==> config.mk <==
export PLATFORM = sky130hd
export DESIGN_NAME = segment_scan_decoder
export DESIGN_NICKNAME = d
export VERILOG_FILES = /design/src/rtl/segment_scan_decoder.sv
export SDC_FILE = /design/constraint.sdc
export NUM_CORES = 1
export LEC_CHECK = 0
export ABC_CLOCK_PERIOD_IN_PS = 3700
export CORE_UTILIZATION = 37
export CTS_CLUSTER_DIAMETER = 150
export DETAILED_ROUTE_END_ITERATION = 12
export GPL_ROUTABILITY_DRIVEN = 0
export MAX_ROUTING_LAYER = met4
export PLACE_DENSITY_LB_ADDON = 0.05
export SLEW_MARGIN = 20
export SYNTH_ARGS = -nofsm -noshare
export SYNTH_HDL_FRONTEND = slang
export SYNTH_SLANG_ARGS = --single-unit
export TNS_END_PERCENT = 5
==> constraint.sdc <==
create_clock -name clk -period 3.7 [get_ports clk]
set_clock_uncertainty 0.2 [all_clocks]
set_input_delay 0.925 -clock clk [delete_from_list [all_inputs] [get_ports clk]]
set_output_delay 0.925 -clock clk [all_outputs]
set_load 0.03 [all_outputs]
==> src/rtl/segment_scan_decoder.sv <==
// segment_scan_decoder
//
// Receive side of a multiplexed 7-segment display bus. It samples the active-low
// segment/select lines and rebuilds the BCD code shown on each digit. The block
// filters ghosting that appears while the scan moves between digits. It flags
// segment patterns it does not recognise, and it drops a digit's valid bit when
// that digit has not been refreshed for TIMEOUT_CYC cycles.
//
// Optional feature: define SEG_DP_EN to add decimal-point capture (dp_in / dp_out).
//
// Ports
//   clk          system clock, all logic on posedge
//   rst_n        asynchronous active-low reset
//   seg_in       segments {a,b,c,d,e,f,g}, active-low
//   sel_in       digit select, active-low one-hot, bit i = digit i
//   err_clr      synchronous clear of the sticky err bits
//   dp_in        (SEG_DP_EN only) active-low decimal point, sampled with seg_in
//   dp_out       (SEG_DP_EN only) 1 = decimal point lit on digit i
//   digits       decoded code per digit, digit i at [4i+3:4i]
//   digit_vld    digit i refreshed within TIMEOUT_CYC cycles
//   err          sticky, unknown pattern captured on digit i
//   upd_pulse    one-cycle pulse on every capture
//   frame_pulse  one-cycle pulse once every digit has been captured since the last frame
module segment_scan_decoder #(
    parameter int unsigned NUM_DIG     = 6,
    parameter int unsigned STABLE_CYC  = 4,
    parameter int unsigned TIMEOUT_CYC = 1000000
) (
    input  logic                 clk,
    input  logic                 rst_n,
    input  logic [6:0]           seg_in,
    input  logic [NUM_DIG-1:0]   sel_in,
    input  logic                 err_clr,
`ifdef SEG_DP_EN
    input  logic                 dp_in,
    output logic [NUM_DIG-1:0]   dp_out,
`endif
    output logic [4*NUM_DIG-1:0] digits,
    output logic [NUM_DIG-1:0]   digit_vld,
    output logic [NUM_DIG-1:0]   err,
    output logic                 upd_pulse,
    output logic                 frame_pulse
);

    // Sample layout: {sel, [dp,] seg}; the dp bit sits at [7] when present.
`ifdef SEG_DP_EN
    localparam int unsigned SmpW = NUM_DIG + 8;
`else
    localparam int unsigned SmpW = NUM_DIG + 7;
`endif
    localparam int unsigned CntW = $clog2(STABLE_CYC + 1);
    localparam int unsigned AgeW = $clog2(TIMEOUT_CYC + 1);

    localparam logic [CntW-1:0] CntMax = CntW'(STABLE_CYC);
    localparam logic [AgeW-1:0] AgeMax = AgeW'(TIMEOUT_CYC);

    // Returns {unknown, code}.
    function automatic logic [4:0] decode(input logic [6:0] seg);
        logic [4:0] r;
        unique case (seg)
            7'b0000001: r = 5'h00;
            7'b1001111: r = 5'h01;
            7'b0010010: r = 5'h02;
            7'b0000110: r = 5'h03;
            7'b1001100: r = 5'h04;
            7'b0100100: r = 5'h05;
            7'b0100000: r = 5'h06;
            7'b0001111: r = 5'h07;
            7'b0000000: r = 5'h08;
            7'b0000100: r = 5'h09;
            7'b1111111: r = 5'h0F;
            default:    r = 5'h1E;
        endcase
        return r;
    endfunction

    logic [SmpW-1:0]              smp_in;
    logic [SmpW-1:0]              smp_s1_q, smp_s2_q, prev_q;
    logic [CntW-1:0]              cnt_q, cnt_d;
    logic [NUM_DIG-1:0][3:0]      digits_q, digits_d;
    logic [NUM_DIG-1:0][AgeW-1:0] age_q, age_d;
    logic [NUM_DIG-1:0]           vld_q, vld_d;
    logic [NUM_DIG-1:0]           err_q, err_d;
    logic [NUM_DIG-1:0]           seen_q, seen_d;
    logic                         upd_q, upd_d;
    logic                         frame_q, frame_d;
`ifdef SEG_DP_EN
    logic [NUM_DIG-1:0]           dp_q, dp_d;
`endif

    logic [NUM_DIG-1:0] sel_n;
    logic [NUM_DIG-1:0] cap_vec;
    logic [NUM_DIG-1:0] seen_nxt;
    logic               sel_ok;
    logic               same;
    logic               cap;
    logic [4:0]         dec;

`ifdef SEG_DP_EN
    assign smp_in = {sel_in, dp_in, seg_in};
`else
    assign smp_in = {sel_in, seg_in};
`endif

    always_comb begin
        sel_n  = ~smp_s2_q[SmpW-1 -: NUM_DIG];
        // Exactly one select line low: non-zero and a power of two.
        sel_ok = (sel_n != '0) && ((sel_n & (sel_n - (NUM_DIG)'(1))) == '0);
        same   = (smp_s2_q == prev_q);
        dec    = decode(smp_s2_q[6:0]);

        // The count saturates at CntMax so that a held sample cannot wrap and re-capture.
        if (!sel_ok) begin
            cnt_d = '0;
        end else if (same) begin
            cnt_d = (cnt_q == CntMax) ? cnt_q : cnt_q + CntW'(1);
        end else begin
            cnt_d = CntW'(1);
        end

        // Fire on entry to CntMax only. The !same term covers STABLE_CYC == 1, where a
        // new sample reloads straight to CntMax.
        cap     = sel_ok && (cnt_d == CntMax) && !(same && (cnt_q == CntMax));
        cap_vec = cap ? sel_n : '0;

        digits_d = digits_q;
        vld_d    = vld_q;
        age_d    = age_q;
`ifdef SEG_DP_EN
        dp_d     = dp_q;
`endif
        for (int i = 0; i < int'(NUM_DIG); i++) begin
            if (cap_vec[i]) begin
                age_d[i] = '0;
            end else if (age_q[i] != AgeMax) begin
                age_d[i] = age_q[i] + AgeW'(1);
            end

            // A capture takes priority over a timeout in the same cycle.
            if (cap_vec[i]) begin
                digits_d[i] = dec[3:0];
                vld_d[i]    = 1'b1;
`ifdef SEG_DP_EN
                dp_d[i]     = ~smp_s2_q[7];
`endif
            end else if (age_d[i] == AgeMax) begin
                digits_d[i] = 4'hF;
                vld_d[i]    = 1'b0;
`ifdef SEG_DP_EN
                dp_d[i]     = 1'b0;
`endif
            end
        end

        // A new error sets its bit even when err_clr is asserted in the same cycle.
        err_d    = (err_clr ? '0 : err_q) | (dec[4] ? cap_vec : '0);

        seen_nxt = seen_q | cap_vec;
        frame_d  = &seen_nxt;
        seen_d   = frame_d ? '0 : seen_nxt;
        upd_d    = cap;
    end

    always_ff @(posedge clk or negedge rst_n) begin
        if (!rst_n) begin
            smp_s1_q <= '1;
            smp_s2_q <= '1;
            prev_q   <= '1;
            cnt_q    <= '0;
            digits_q <= '1;
            vld_q    <= '0;
            age_q    <= '0;
            err_q    <= '0;
            seen_q   <= '0;
            upd_q    <= 1'b0;
            frame_q  <= 1'b0;
`ifdef SEG_DP_EN
            dp_q     <= '0;
`endif
        end else begin
            smp_s1_q <= smp_in;
            smp_s2_q <= smp_s1_q;
            prev_q   <= smp_s2_q;
            cnt_q    <= cnt_d;
            digits_q <= digits_d;
            vld_q    <= vld_d;
            age_q    <= age_d;
            err_q    <= err_d;
            seen_q   <= seen_d;
            upd_q    <= upd_d;
            frame_q  <= frame_d;
`ifdef SEG_DP_EN
            dp_q     <= dp_d;
`endif
        end
    end

    assign digits      = digits_q;
    assign digit_vld   = vld_q;
    assign err         = err_q;
    assign upd_pulse   = upd_q;
    assign frame_pulse = frame_q;
`ifdef SEG_DP_EN
    assign dp_out      = dp_q;
`endif

endmodule

=== Yosys cells after proc, flatten, opt, wreduce, memory -nomap -nowiden ===
Cells that the tools add are included.

* Output and inout port bits: 38
* Logic and storage cells: 122
* Bits in registers: 206
* Input bits: 16

* Add/subtract/negate cells: 8
* Muxes and demuxes: 44
* Bitwise gates (word level): 4
* Reduce and logical (&&, ||, !) cells: 15
* Eq/ne operators: 25

{| class="wikitable"
|+ Operators with widths
! cell !! number
|-
| $mux 20 || 12
|-
| $add 20x1->20 const B || 6
|-
| $eq 20x20->1 const B || 6
|-
| $ne 20x20->1 const B || 6
|-
| $pmux 5 s11 || 1
|-
| $mux 4 || 12
|-
| $mux 6 || 4
|-
| $eq 7x7->1 const B || 3
|-
| $eq 7x3->1 const B || 2
|-
| $eq 7x6->1 const B || 2
|-
| $eq 13x13->1 || 1
|-
| $mux 1 || 12
|-
| $or 6x6->6 || 2
|-
| $reduce_bool 2->1 || 6
|-
| $mux 3 || 3
|-
| $eq 7x1->1 const B || 1
|-
| $eq 7x4->1 const B || 1
|-
| $eq 7x5->1 const B || 1
|-
| $logic_not 7->1 || 1
|-
| $and 6x6->6 || 1
|-
| $eq 3x3->1 const B || 2
|-
| $logic_not 6->1 || 1
|-
| $not 6->6 || 1
|-
| $reduce_and 6->1 || 1
|-
| 5 further kinds || 8
|}

=== Longest topological paths before layout ===
Gate-level depths: netlist (run 1).

* Depth in word-level cells: 14
* Gate-level depth with buffers: 10
* Gate-level depth less buffers: 9

=== Worst setup path after synthesis (run 1) ===
OpenSTA, ideal clock, no wires.

* Kind: register to register
* From: register age_q[52] (netlist name)
* To: register vld_q[2] (netlist: digit_vld[2])
* Buffers on the path: 1
* Arrival time: 2.667 ns
* Stages on the path, launching flop included: 9
* Setup time: 0.119 ns
* Period minus slack after synthesis: 2.986 ns
* Slack: 0.714 ns
* Data required time: 3.381 ns
* Cell sequence: dfrtp_1 -> buf_2 -> or3b_2 -> nor3_1 -> nand4_1 -> mux2i_1 -> or4_1 -> or4_4 -> o21a_1

* Word-level cells in the longest chain between the ends: 5
* Elaborated cells between the ends (all ways): 6
* Classes of those cells: add/sub (1); eq/ne (2); mux (2); reduce/logical (1)

{| class="wikitable"
|+ Ends and longest elaborated chain
! element !! line !! RTL
|-
| from (decl) || 81 || <nowiki>logic [NUM_DIG-1:0][AgeW-1:0] age_q, age_d;</nowiki>
|-
| from (signal assigned) || 187 || <nowiki>age_q <= age_d;</nowiki>
|-
| $add 20x1->20 or $ne 20x20->1 (tied branches) || 136, 135 ||
|-
| $mux 20 * || 135 || <nowiki>end else if (age_q[i] != AgeMax) begin</nowiki>
|-
| $mux 20 * || 133 || <nowiki>if (cap_vec[i]) begin</nowiki>
|-
| $eq 20x20->1 * || 146 || <nowiki>end else if (age_d[i] == AgeMax) begin</nowiki>
|-
| $reduce_bool 2->1 (no line) * || n/a ||
|-
| to (signal assigned) || 186 || <nowiki>vld_q <= vld_d;</nowiki>
|-
| to (decl) || 82 || <nowiki>logic [NUM_DIG-1:0] vld_q, vld_d;</nowiki>
|}

Every way passes the cells marked *; elsewhere a longest branch is shown, timed or not.
A chain may end at the register's enable or synchronous reset.

=== Worst setup path after layout (run 1) ===
* From: register smp_s2_q[11]
* To: register vld_q[2] (netlist: digit_vld[2])

* Word-level cells in the longest chain between the ends: 13
* Elaborated cells between the ends (all ways): 19
* Classes of those cells: add/sub (1); eq/ne (3); mux (5); bitwise (2); reduce/logical (8)

{| class="wikitable"
|+ Ends and longest elaborated chain
! element !! line !! RTL
|-
| from (decl) || 78 || <nowiki>logic [SmpW-1:0] smp_s1_q, smp_s2_q, prev_q;</nowiki>
|-
| from (signal assigned) || 182 || <nowiki>smp_s2_q <= smp_s1_q;</nowiki>
|-
| $not 6->6 || 106 || <nowiki>sel_n = ~smp_s2_q[SmpW-1 -: NUM_DIG];</nowiki>
|-
| $sub 6x1->6 || 108 || <nowiki>sel_ok = (sel_n != '0) && ((sel_n & (sel_n - (NUM_DIG)'(1))) == '0);</nowiki>
|-
| $and 6x6->6 || 108 ||
|-
| $logic_not 6->1 || 108 ||
|-
| $logic_and 1x1->1 || 108 ||
|-
| $mux 3 || 113 || <nowiki>if (!sel_ok) begin</nowiki>
|-
| $eq 3x3->1 || 123 || <nowiki>cap = sel_ok && (cnt_d == CntMax) && !(same && (cnt_q == CntMax));</nowiki>
|-
| $logic_and 1x1->1 || 123 ||
|-
| $logic_and 1x1->1 * || 123 ||
|-
| $mux 6 * || 124 || <nowiki>cap_vec = cap ? sel_n : '0;</nowiki>
|-
| $mux 20 || 133 ||
|-
| $eq 20x20->1 || 146 ||
|-
| $reduce_bool 2->1 (no line) || n/a ||
|}

Marks and branches as above.

==> impl_metrics.ini, run 1 <==
[run_status]
status = completed

[power]
p_leak_nw = 5.29
p_per_area_nw_per_um2 = 393
ir_worst_vdd_uv = 323

[sta]
drv_slew = 0
tightest_slew_ps = 1090
finalCritPeriodShare = 0.856
setup_viol = 0
fin_crit_ps = 3170
slew_headroom = 0.267
fin_tns_setup_ps = 0
hold_viol = 0
fmax_mhz = 316
holdWs_ps = 152
rsz0062_at_grt = false
setup_ws_ps = 531

[clocking]
post_cts_buffers = 0
ctsResizeCount = 0
clk_pin_slew_ps = 60
cts_sinks = 206
clock_path_buffers = 3
worstSkewPairLatency_ps = 530
cts_root_buf = clkbuf_16
tritoncts = yes
cts_buffers = 26
postCtsHoldBufs = 0
cts_max_level = 1

[synth]
ys_seq_elements = 206
synthArstFlopShare = 1.00
netlist_area_um2 = 10900
syn-instance-count = 1112
yosys.cell_types.count = 71
ys_warn_count = 0
yosysSeqAreaShare = 0.481
synth_nets = 1142
synth_edf_count = 0
synth_ff_type = dfrtp_1
synth.avg_cell_area_um2 = 9.78

[floorplan]
die_y_um = 173
die_w_um = 173
start_util = 0.378
die_area_um2 = 30100
rows = 62
core_area_um2 = 28800
ios = 54

[global_route]
grt_pass1_wl_um = 42200
grt_remaining_overflow = 0
grt_pass1_vias = 7907
antenna_found_initial = 0
grt_use_total = 0.176
grt_max_degree = 65

[finish]
layout-drive-gt1-share = 0.136
antenna_cells = 0
final_common_cell = nor2_1
multi_input_area_um2 = 5290
area_growth_pct = 17.5
layout.nets = 1196
fillCellCount = 2796
utilization = 0.444
seq_area_um2 = 5230
mostFrequentLayoutCells = nor2_1, dfrtp_1, xor2_1

[placement]
dpl_worst_slack_ps = 512
io_buffers = 53
place_hpwl_um = 16900

[worst_setup_path]
rr_startpoint = smp_s2_q[11]$_DFF_PN1_
rr_worst_depth = 7
critPathMaxFanout = 27
r2r_end = digit_vld[2]$_DFFE_PN0P_
startpoint_type = flop
rrSetupSlack_ps = 530
path_class = flop to flop
cp_data_required_time_ps = 3920
arrival_ps = 3390
endpoint_kind = flop

[worst_hold_path]
whs_path_depth = 0
min_delay_worst_endpoint = smp_s2_q[6]$_DFF_PN1_
hp-start = smp_s1_q[6]$_DFF_PN1_
hold_class = flop to flop

[routing]
first_iter_violations = 455
drt-total-wl_um = 24600
avgRoutedWirePerCell_um = 15.7
drt-pass1-iter-count = 5
ant_nets = 0
avgViaCountPerCell = 5.05
routed-via-count = 7933
drcViolationCount = 0

[flow_run]
maxCapViolCount = 0
synthesized netlist by cell type, types with 7 or more instances:
cell	number	area [um2]
nand4b_1	8	70.1
nand2b_1	12	75.1
buf_2	14	70.1
inv_1	40	150
nor4_1	14	87.6
and4_1	16	140
ha_1	14	175
a21oi_1	21	105
nor3b_1	7	52.6
clkbuf_1	33	124
dfrtp_1	143	3580
nand3_1	51	255
nand4_1	29	181
nor2_1	182	683
and3_1	23	144
o21ai_0	22	110
or3_1	12	75.1
o21a_1	9	67.6
xnor2_1	61	534
xor2_1	77	674
dfstp_2	63	1660
or4_1	8	60.1
nor3_1	29	145
nand2_1	73	274
and2_1	11	68.8
mux2i_1	29	290
a31oi_1	7	43.8
o22ai_1	8	50.1
power breakdown:
part / internal [W] / switching (W) / leakage, nW / total, W
clock: 0.00162 / 0.000969 / 0.450 / 0.00259
combinational: 0.0000393 / 0.0000768 / 2.27 / 0.000116
sequential: 0.00230 / 0.0000258 / 2.57 / 0.00232
total: 0.00395 / 0.00107 / 5.29 / 0.00502
state kept, by name (all words and copies together), names as in the netlist:
signal,count
frame_pulse,1
smp_s1_q,13
digits,24
upd_pulse,1
smp_s2_q,13
prev_q,13
seen_q,6
err,6
cnt_q,3
age_q,120
digit_vld,6
through the flow:
step | cells | instance area, um2 | power [W]
floorplan | 1112 | 10900 | 0.00239
global placement | 1522 | 11900 | 0.00248
detailed placement | 1522 | 11900 | 0.00248
CTS | 1570 | 12800 | 0.00513
global route | 1570 | 12800 | 0.00523
finish | 1570 | 12800 | 0.00502
cells by family after synthesis:
kind of cell,share of synthesized area
adders and majority gates,0.0170
buffers and inverters,0.0330
AOI/OAI and AO/OA,0.0701
xor gates and xnor gates,0.111
and+or+nand+nor,0.257
DFF,0.481
muxes,0.0298
worst max path at each step:
stage	slack [ps]	from	end	cells after the start
detailed placement	510	smp_s2_q[11]$_DFF_PN1_	digit_vld[2]$_DFFE_PN0P_	7
finish	530	smp_s2_q[11]$_DFF_PN1_	digit_vld[2]$_DFFE_PN0P_	7
global route	240	smp_s2_q[5]$_DFF_PN1_	digits[3]$_DFFE_PN1P_	8
global placement	530	smp_s2_q[12]$_DFF_PN1_	digit_vld[2]$_DFFE_PN0P_	7
CTS	510	smp_s2_q[11]$_DFF_PN1_	digit_vld[2]$_DFFE_PN0P_	7
floorplan	710	age_q[52]$_DFF_PN0_	digit_vld[2]$_DFFE_PN0P_	8
layer usage:
metal,part of all wire,global-route usage
met1,0.50,0.253
met2,0.45,0.261
met3,0.030,0.0228
met4,0.022,0.0454
met5,0,-
critical path: stages, from the launching register on:
cell and delay, ps:
dfstp_2 650, xnor2_1 140, a211oi_1 100, o21ai_1 870
nor4_4 80, buf_4 290, or4_4 600, o21a_1 130
layout make-up:
class                           instances  share of cell area
Timing Repair Buffer                   75              0.0558
Tap cell                              384              0.0376
Inverter                               40              0.0118
Clock inverter                          4             0.00186
Sequential cell                       206               0.410
Clock buffer                           44              0.0692
Multi-Input combinational cell        817               0.414
Note: power is estimated with default switching activity, not from simulation.
==> run 2, diff against run 1 <==
ABC_CLOCK_PERIOD_IN_PS = 3600   (was 3700)
clock period = 3.6 ns   (was 3.7 ns; I/O delays follow)
==> impl_metrics.ini, run 2 (synthesis gave the netlist of run 1 again) <==
[clocking]
cts_buffers = 26
clk_pin_slew_ps = 60
worstSkewPairLatency_ps = 530
clock_path_buffers = 3
cts_sinks = 206
tritoncts = yes
cts_root_buf = clkbuf_16
postCtsHoldBufs = 0
post_cts_buffers = 0
ctsResizeCount = 0
cts_max_level = 1

[finish]
largest_reg_flops = 120
utilization = 0.443
layout.nets = 1199
layout-drive-gt1-share = 0.137
area_growth_pct = 17.4
finalNonFillerCells = 1571
top_register = age_q
antenna_cells = 0
mostFrequentLayoutCells = nor2_1, dfrtp_1, xor2_1
final_common_cell = nor2_1

[routing]
drt-total-wl_um = 24300
drcViolationCount = 0
avgViaCountPerCell = 5.07
ant_nets = 0
avgRoutedWirePerCell_um = 15.5
drt-pass1-iter-count = 4
first_iter_violations = 407
routed-via-count = 7964

[worst_setup_path]
cp_top_family = simple AND/OR/NAND/NOR gates
rrSetupSlack_ps = 480
endpoint_kind = flop
critPathMaxFanout = 7
arrival_ps = 3340
cp_data_required_time_ps = 3820
r2r_end = digit_vld[2]$_DFFE_PN0P_
cp_slowest_cell = or4_4
max_stage_delay_ps = 530
startpoint_type = flop
rr_startpoint = age_q[52]$_DFF_PN0_
crit_buf_inv = 0
cp_cell_sequence = or3b_2, nor3_1, nand4_1, mux2i_1, or4_1, or4_4, o21a_1
rr_worst_depth = 7
crit_start = age_q[52]$_DFF_PN0_
path_class = flop to flop

[placement]
place_hpwl_um = 16800
place_inst = 1524
io_buffers = 53

[global_route]
grt_remaining_overflow = 0
grt_pass1_vias = 7847
grt_pass1_wl_um = 41300
antenna_found_initial = 0
grt_use_total = 0.172
grt_max_degree = 63

[sta]
rsz0062_at_grt = false
fin_crit_ps = 3120
tightest_slew_ps = 748
drv_slew = 0
setup_viol = 0
fmax_mhz = 320
slew_headroom = 0.497
fin_tns_setup_ps = 0
hold_viol = 0
finalCritPeriodShare = 0.867

[run_status]
status = completed

[power]
p_per_area_nw_per_um2 = 397
power.total_w = 0.00506
ir_worst_vdd_uv = 286
p_leak_nw = 5.28

[floorplan]
rows = 62
die_area_um2 = 30100
ios = 54
start_util = 0.378
core_area_um2 = 28800
die_w_um = 173
die_y_um = 173

[worst_hold_path]
hold_class = input port to asynchronous set/reset pin

[flow_run]
maxCapViolCount = 0
-- run 2: how the worst max path moves through the flow --
stage / cells past startpoint / slack (ps) / endpoint
finish: 7 / 480 / digit_vld[2]$_DFFE_PN0P_
global route: 8 / 330 / digit_vld[3]$_DFFE_PN0P_
CTS: 7 / 470 / digit_vld[2]$_DFFE_PN0P_
detailed placement: 7 / 490 / digit_vld[2]$_DFFE_PN0P_
global placement: 7 / 490 / digit_vld[2]$_DFFE_PN0P_
floorplan: 8 / 610 / digit_vld[2]$_DFFE_PN0P_
-- run 2: through the flow --
step | hold WS (ps) | setup WS [ps] | area (um2)
after floorplan | 145 | 614 | 10900
after CTS | 120 | 472 | 12700
after global placement | 146 | 487 | 11900
after detailed placement | 147 | 491 | 11900
final | 114 | 478 | 12800
after global routing | 147 | 329 | 12800
-- run 2: layer usage --
metal / wire length (um) / global-route usage / up-vias
met5: 0 / - / -
met4: 552 / 0.0439 / 0
met3: 648 / 0.0243 / 34
met2: 10800 / 0.258 / 100
met1: 12300 / 0.244 / 3841
li1: - / - / 3989
-- run 2: worst reg2reg max path, stage by stage, from the launching register on --
cell	delay, ps
dfrtp_1	450
or3b_2	490
nor3_1	230
nand4_1	290
mux2i_1	190
or4_1	500
or4_4	530
o21a_1	130
-- run 2: layout make-up --
| class | count | area (um2) |
|---|---|---|
| fillers | 2781 | 16000 |
| multi-input cells | 817 | 5290 |
| flip-flops and latches | 206 | 5230 |
| clock buffers | 40 | 816 |
| repair buffers | 78 | 748 |
| well taps | 384 | 480 |
| inverters | 40 | 150 |
| clock inverters | 6 | 40.0 |
-- run 2: power by group --
part           switching, W  total, W  internal, W  leakage, nW
sequential        0.0000271   0.00239      0.00236         2.57
combinational     0.0000776  0.000121    0.0000434         2.28
clock               0.00100   0.00255      0.00155        0.426
total               0.00111   0.00506      0.00396         5.28
==> run 3, diff against run 2 <==
CTS_CLUSTER_DIAMETER = default   (was 150)
TNS_END_PERCENT = 100   (was 5)
==> results of run 3 <==
The final DEF is identical to that of run 2; final timing and power are the same.
